$ cat config.mk
export PLATFORM = sky130hd
export DESIGN_NAME = pdm_cic_ctrl
export DESIGN_NICKNAME = d
export VERILOG_FILES = /design/src/rtl/pdm_cic_ctrl.sv
export SDC_FILE = /design/constraint.sdc
export NUM_CORES = 1
export LEC_CHECK = 0
export CAP_MARGIN = 10
export CORE_ASPECT_RATIO = 1.4
export CORE_UTILIZATION = 30
export CTS_BUF_LIST = sky130_fd_sc_hd__clkbuf_4
export CTS_CLUSTER_DIAMETER = 120
export DETAILED_ROUTE_END_ITERATION = 10
export REMOVE_ABC_BUFFERS = 1
export SKIP_CTS_REPAIR_TIMING = 1
export SYNTH_ARGS = -nofsm -noshare
export SYNTH_HDL_FRONTEND = slang
export SYNTH_SLANG_ARGS = --single-unit
$ cat constraint.sdc
create_clock -name clk_i -period 2.9 [get_ports clk_i]
set_input_delay 0.58 -clock clk_i [delete_from_list [all_inputs] [get_ports clk_i]]
set_output_delay 0.58 -clock clk_i [all_outputs]
set_load 0.01 [all_outputs]
$ cat src/rtl/pdm_cic_ctrl.sv
// PDM microphone front end for the shared multi-channel CIC decimator: PDM clock, dual-edge
// sampling, strict channel-order feed and a tagged PCM output FIFO. Define PDM_CIC_CTRL_DROP_CNT_EN for drop_cnt_o.
module pdm_cic_ctrl #(
  parameter int DIV_W      = 8,
  parameter int FIFO_DEPTH = 4
) (
  input  logic             clk_i,
  input  logic             rstn_i,
  input  logic             cfg_en_i,
  input  logic [1:0]       cfg_ch_num_i,
  input  logic [DIV_W-1:0] cfg_clk_div_i,
  output logic             pdm_clk_o,
  input  logic [1:0]       pdm_data_i,
  output logic             cic_en_o,
  output logic [1:0]       cic_ch_num_o,
  output logic             cic_data_o,
  output logic             cic_valid_o,
  input  logic [15:0]      cic_pcm_i,
  input  logic             cic_pcm_valid_i,
  output logic [15:0]      pcm_data_o,
  output logic [1:0]       pcm_ch_o,
  output logic             pcm_valid_o,
  input  logic             pcm_ready_i,
  output logic             overflow_o
`ifdef PDM_CIC_CTRL_DROP_CNT_EN
  ,
  output logic [7:0]       drop_cnt_o
`endif
);

  localparam int PTR_W = $clog2(FIFO_DEPTH);
  localparam int CNT_W = PTR_W + 1;

  typedef enum logic [1:0] {
    ST_IDLE = 2'd0,
    ST_WAIT = 2'd1,
    ST_FEED = 2'd2
  } state_t;

  logic             en_d_r;
  logic [1:0]       ch_num_r;
  logic [DIV_W-1:0] div_r;
  state_t           state_r;
  logic [1:0]       idx_r;
  logic [DIV_W-1:0] cnt_r;
  logic             pdm_clk_r;
  logic             tog_hi_d_r;
  logic             tog_lo_d_r;
  logic [3:0]       slot_r;
  logic             cic_valid_r;
  logic             cic_data_r;
  logic [1:0]       strobe_ch_r;

  logic [17:0]      mem_r [FIFO_DEPTH];
  logic [PTR_W-1:0] wr_ptr_r;
  logic [PTR_W-1:0] rd_ptr_r;
  logic [CNT_W-1:0] count_r;
  logic             pcm_valid_r;
  logic             overflow_r;

  logic             en_rise_s;
  logic             toggle_s;
  logic             frame_lost_s;
  logic             push_s;
  logic             pop_s;
  logic             full_s;
  logic             drop_s;
  logic             wr_en_s;
  logic [CNT_W-1:0] next_count_s;

  // Event decode for divider, frame hand-off and FIFO traffic
  always_comb begin
    en_rise_s    = cfg_en_i & ~en_d_r;
    toggle_s     = (state_r != ST_IDLE) && (cnt_r == div_r);
    frame_lost_s = (state_r == ST_FEED) && tog_lo_d_r;
    push_s       = cic_valid_r && cic_pcm_valid_i;
    pop_s        = pcm_valid_r && pcm_ready_i;
    full_s       = (count_r == CNT_W'(FIFO_DEPTH));
    drop_s       = push_s && full_s && !pop_s;
    wr_en_s      = push_s && !drop_s;
    if (wr_en_s && !pop_s) begin
      next_count_s = count_r + CNT_W'(1);
    end else if (!wr_en_s && pop_s) begin
      next_count_s = count_r - CNT_W'(1);
    end else begin
      next_count_s = count_r;
    end
  end

  // Enable edge detect; session configuration is frozen at the rising edge
  always_ff @(posedge clk_i or negedge rstn_i) begin
    if (!rstn_i) begin
      en_d_r   <= 1'b0;
      ch_num_r <= 2'd0;
      div_r    <= '0;
    end else begin
      en_d_r <= cfg_en_i;
      if (en_rise_s) begin
        ch_num_r <= cfg_ch_num_i;
        div_r    <= cfg_clk_div_i;
      end
    end
  end

  // PDM clock divider; the toggle events are delayed one cycle so the
  // microphone has a full system cycle to drive the new phase's bit
  always_ff @(posedge clk_i or negedge rstn_i) begin
    if (!rstn_i) begin
      cnt_r      <= '0;
      pdm_clk_r  <= 1'b0;
      tog_hi_d_r <= 1'b0;
      tog_lo_d_r <= 1'b0;
    end else if (!cfg_en_i || state_r == ST_IDLE) begin
      cnt_r      <= '0;
      pdm_clk_r  <= 1'b0;
      tog_hi_d_r <= 1'b0;
      tog_lo_d_r <= 1'b0;
    end else begin
      tog_hi_d_r <= toggle_s && !pdm_clk_r;
      tog_lo_d_r <= toggle_s && pdm_clk_r;
      if (toggle_s) begin
        cnt_r     <= '0;
        pdm_clk_r <= ~pdm_clk_r;
      end else begin
        cnt_r <= cnt_r + DIV_W'(1);
      end
    end
  end

  // Slot capture: high phase feeds even slots, low phase feeds odd slots
  always_ff @(posedge clk_i or negedge rstn_i) begin
    if (!rstn_i) begin
      slot_r <= 4'd0;
    end else begin
      if (tog_hi_d_r) begin
        slot_r[0] <= pdm_data_i[0];
        slot_r[2] <= pdm_data_i[1];
      end
      if (tog_lo_d_r) begin
        slot_r[1] <= pdm_data_i[0];
        slot_r[3] <= pdm_data_i[1];
      end
    end
  end

  // Sequencer: one strobe per active channel after each completed frame
  always_ff @(posedge clk_i or negedge rstn_i) begin
    if (!rstn_i) begin
      state_r     <= ST_IDLE;
      idx_r       <= 2'd0;
      cic_valid_r <= 1'b0;
      cic_data_r  <= 1'b0;
      strobe_ch_r <= 2'd0;
    end else if (!cfg_en_i) begin
      state_r     <= ST_IDLE;
      idx_r       <= 2'd0;
      cic_valid_r <= 1'b0;
      cic_data_r  <= 1'b0;
      strobe_ch_r <= 2'd0;
    end else begin
      case (state_r)
        ST_IDLE: begin
          cic_valid_r <= 1'b0;
          cic_data_r  <= 1'b0;
          idx_r       <= 2'd0;
          if (en_d_r) begin
            state_r <= ST_WAIT;
          end
        end
        ST_WAIT: begin
          cic_valid_r <= 1'b0;
          cic_data_r  <= 1'b0;
          idx_r       <= 2'd0;
          if (tog_lo_d_r) begin
            state_r <= ST_FEED;
          end
        end
        ST_FEED: begin
          cic_valid_r <= 1'b1;
          cic_data_r  <= slot_r[idx_r];
          strobe_ch_r <= idx_r;
          if (idx_r == ch_num_r) begin
            state_r <= ST_WAIT;
            idx_r   <= 2'd0;
          end else begin
            idx_r <= idx_r + 2'd1;
          end
        end
        default: begin
          state_r     <= ST_IDLE;
          idx_r       <= 2'd0;
          cic_valid_r <= 1'b0;
          cic_data_r  <= 1'b0;
        end
      endcase
    end
  end

  // PCM FIFO: first-word-fall-through, no empty bypass, flushed while disabled
  always_ff @(posedge clk_i or negedge rstn_i) begin
    if (!rstn_i) begin
      for (int i = 0; i < FIFO_DEPTH; i++) begin
        mem_r[i] <= 18'd0;
      end
      wr_ptr_r    <= '0;
      rd_ptr_r    <= '0;
      count_r     <= '0;
      pcm_valid_r <= 1'b0;
      overflow_r  <= 1'b0;
    end else if (!cfg_en_i) begin
      wr_ptr_r    <= '0;
      rd_ptr_r    <= '0;
      count_r     <= '0;
      pcm_valid_r <= 1'b0;
      overflow_r  <= 1'b0;
    end else begin
      if (wr_en_s) begin
        mem_r[wr_ptr_r] <= {strobe_ch_r, cic_pcm_i};
        wr_ptr_r        <= wr_ptr_r + PTR_W'(1);
      end
      if (pop_s) begin
        rd_ptr_r <= rd_ptr_r + PTR_W'(1);
      end
      count_r     <= next_count_s;
      pcm_valid_r <= (next_count_s != CNT_W'(0));
      overflow_r  <= overflow_r | drop_s | frame_lost_s;
    end
  end

`ifdef PDM_CIC_CTRL_DROP_CNT_EN
  logic [7:0] drop_cnt_r;
  logic [8:0] drop_sum_s;
  logic [7:0] drop_next_s;

  // Saturating sum; a dropped word and a lost frame can coincide
  always_comb begin
    drop_sum_s = {1'b0, drop_cnt_r} + {8'd0, drop_s} + {8'd0, frame_lost_s};
    if (drop_sum_s > 9'd255) begin
      drop_next_s = 8'd255;
    end else begin
      drop_next_s = drop_sum_s[7:0];
    end
  end

  // Drop counter shares the clear condition of the overflow flag
  always_ff @(posedge clk_i or negedge rstn_i) begin
    if (!rstn_i) begin
      drop_cnt_r <= 8'd0;
    end else if (!cfg_en_i) begin
      drop_cnt_r <= 8'd0;
    end else begin
      drop_cnt_r <= drop_next_s;
    end
  end

  assign drop_cnt_o = drop_cnt_r;
`endif

  assign pdm_clk_o              = pdm_clk_r;
  assign cic_en_o               = en_d_r;
  assign cic_ch_num_o           = ch_num_r;
  assign cic_data_o             = cic_data_r;
  assign cic_valid_o            = cic_valid_r;
  assign {pcm_ch_o, pcm_data_o} = mem_r[rd_ptr_r];
  assign pcm_valid_o            = pcm_valid_r;
  assign overflow_o             = overflow_r;

endmodule

==> impl_metrics.ini <==
[run_status]
run_status = finished, final reports clean

[synth]
average_size_of_a_mapped_cell_um2 = 14.8
yosysTopAreaCellShare_pct = 56.2
mappedNetlistArea_um2 = 5120
yosysSeqAreaShare_pct = 56.2
syn_inst = 346
synth_cell_type_count = 41
synth_warn = 0
synth_seq_cells = 115
synthTopCellsByArea = dfrtp_1, mux2_2, mux4_2
synth_top_cell_by_area = dfrtp_1

[critical_path]
timing.critical_path.fanout_max = 10
timing.critical_path.slowest_stage_cell = mux4_2
crit_type = flip-flop to output port
critPathCaptureType = output port
timing.critical_path.required_ps = 2320
critical_path.max_stage_delay_ps = 560
path_cells = buf_4 -> mux4_2 -> clkdlybuf4s50_1
worst-endpoint-arrival_ps = 2180
kind_of_start_point_of_the_critical_path = flip-flop

[timing]
setup_viol = 0
timing.clock.skew_ps = 7.72
timing.final.hold_violations = 0
finalWorstPathRequiredPeriod_ps = 2760
report.final.slew_viol_count = 0
fin_crit_sh_pct = 95.0
maxSlewHeadroom_pct = 54.1
achievable_freq_mhz = 363
postLayoutSetupSlackWorst_ps = 144
tightestPinTransition_ps = 688
rsz0062_at_grt = true

[floorplanning]
placementRows = 56
core_um2 = 16700
die_outline_width_um = 112
fp.dieH_um = 157
initial_util_pct = 30.6
ioPinCount = 59
design.die.area_um2 = 17600

[pwr]
clockPowerShare_pct = 29.7
p_total_mw = 2.98
power.net_switching_uw = 799
total_leakage_power_nw = 2.80
swShare_pct = 26.8
seqPwrFrac_pct = 56.8
combPwrFrac_pct = 13.4
power.internal_mw = 2.18
power.density_cell_area_nw_per_um2 = 485
ir_worst_vdd_uv = 228

[min_path]
holdCritPathClass = input pin to async pin

[final_layout]
final_nets = 462
areaGrowthSynthToFinish_pct = 19.9
layout_common_cells = dfrtp_1, mux2_2, clkdlybuf4s50_1
drive_above_1_share_pct = 33.7
mostFrequentLayoutCell = dfrtp_1

[clock_tree]
cts_made_buffers = 17
worst_setup_hold_path_clk_slew_ps = 90
cts_tree = done
clk_latency_ps = 520
clock_tree.buffer_depth = 2
clk_root_buffer_cell = clkbuf_4
clock-sinks = 115
clock_tree.htree_level_count = 4

[placement]
place_ws_ps = 195
routabilityCongestion = 0.777
port-buffer-count = 58
place.detailed.hpwl_um = 7080

[global_routing]
grt_overflow = 0
initial_antenna_violation_count = 1
first_global_vias = 3336
groute.usage.overall_pct = 12.8
grt_max_degree = 54
global_route_wire_length_before_repair_um = 16800

[drt]
drt-vias-per-instance = 4.83
first_iter_violations = 107
detail_route.drc_violations = 0
route.detailed.wl_per_inst_um = 16.1
routed-via-count = 3078
first_pass_iters = 4
post_route_wl_um = 10300
antenna_left = 0

[flow_run]
drv.max_cap_violation_count = 0
[per-layer routing]
layer / up-vias / global-route usage [%] / wire length, um
met3: 15 / 3.99 / 431
met2: 67 / 22.8 / 5460
li1: 1421 / - / -
met1: 1575 / 13.8 / 4170
met5: - / 0 / 0
met4: 0 / 5.97 / 197
[power by group through the flow]
stage,Sequential [mW],Combinational (mW),Clock [mW]
final,1.69,0.401,0.886
after global routing,1.70,0.444,1.00
after CTS,1.70,0.411,0.935
after detailed placement,1.73,0.408,0
after global placement,1.72,0.397,0
after floorplan,1.75,0.195,0
[synthesized netlist by cell type, drive strengths merged]
cell type and n:
a311oi 1, nor3 4, nor2b 1, o21a 1, nand2b 2, and3 3, nand2 12, clkbuf 4
xnor2 15, a221o 1, nor2 20, a21oi 4, nor4 2, o21bai 1, xor2 5, o22ai 1
o221ai 1, o311a 1, mux2 86, o21ai 5, a31oi 1, or3 1, a22oi 2, o41ai 1
nand3 3, mux2i 3, nand3b 1, buf 7, o211ai 1, ha 8, inv 7, nand4 3
mux4 19, and2 4, dfrtp 115
[state kept, by name, indices dropped and copies added, names as in the netlist, 2 cells and up]
register / count
div_r: 8
state_r: 2
wr_ptr_r: 2
slot_r: 4
strobe_ch_r: 2
idx_r: 2
mem_r: 72
count_r: 3
rd_ptr_r: 2
cnt_r: 8
cic_ch_num_o: 2
[cells by family (layout without fill, tap and decap cells)]
group                    Yosys count  in the layout  share of synthesized area [%]
XOR/XNOR                          20             20                           3.42
adder cells (fa/ha/maj)            8              8                           1.96
AND/OR/NAND/NOR                   56             56                           5.40
multiplexers                     108            108                           27.9
other                              0              1                              0
buffers and inverters             18            105                           2.03
AO/OA/AOI/OAI                     21             21                           3.10
flip-flops                       115            115                           56.2
[final cells by class]
type,instances,area (um2)
Antenna cell,1,2.50
Clock buffer,20,150
Multi-Input combinational cell,213,2140
Timing Repair Buffer,67,646
Sequential cell,115,2880
Inverter,7,26.3
Clock inverter,11,46.3
Fill cell,1613,10600
Tap cell,203,254
[worst paths after layout]
check	from	end	slack (ps)	cells after the start
setup reg to reg	count_r[0]	mem_r[24]	780	5
hold / removal	rstn_i	count_r[0]	80	1
setup / recovery	rd_ptr_r[0]	pcm_ch_o[0]	140	3
hold reg to reg	mem_r[35]	mem_r[35]	510	1
min in group clk_i	mem_r[35]	mem_r[35]	510	1
max in group asynchronous	rstn_i	div_r[5]	1950	2
[stage by stage]
| step | utilization, % | instance area (um2) | hold WS, ps | TNS (ps) | cells |
|---|---|---|---|---|---|
| 2_1_floorplan | - | 5040 | 284 | 0 | 335 |
| 3_3_place_gp | 35.5 | 5940 | 482 | 0 | 605 |
| 3_5_place_dp | 35.5 | 5940 | 489 | 0 | 605 |
| 4_1_cts | 36.6 | 6140 | 80.5 | 0 | 636 |
| 5_1_grt | 36.7 | 6140 | 86.3 | -14.1 | 637 |
| 6_report | 36.7 | 6140 | 83.9 | 0 | 637 |
[critical path: cells and delay by family, from the launching register on]
family                 cells  cell delay [ps]
buffers and inverters      2              740
muxes                      1              560
DFF                        1              360
Note: power is estimated with default switching activity, not from simulation.
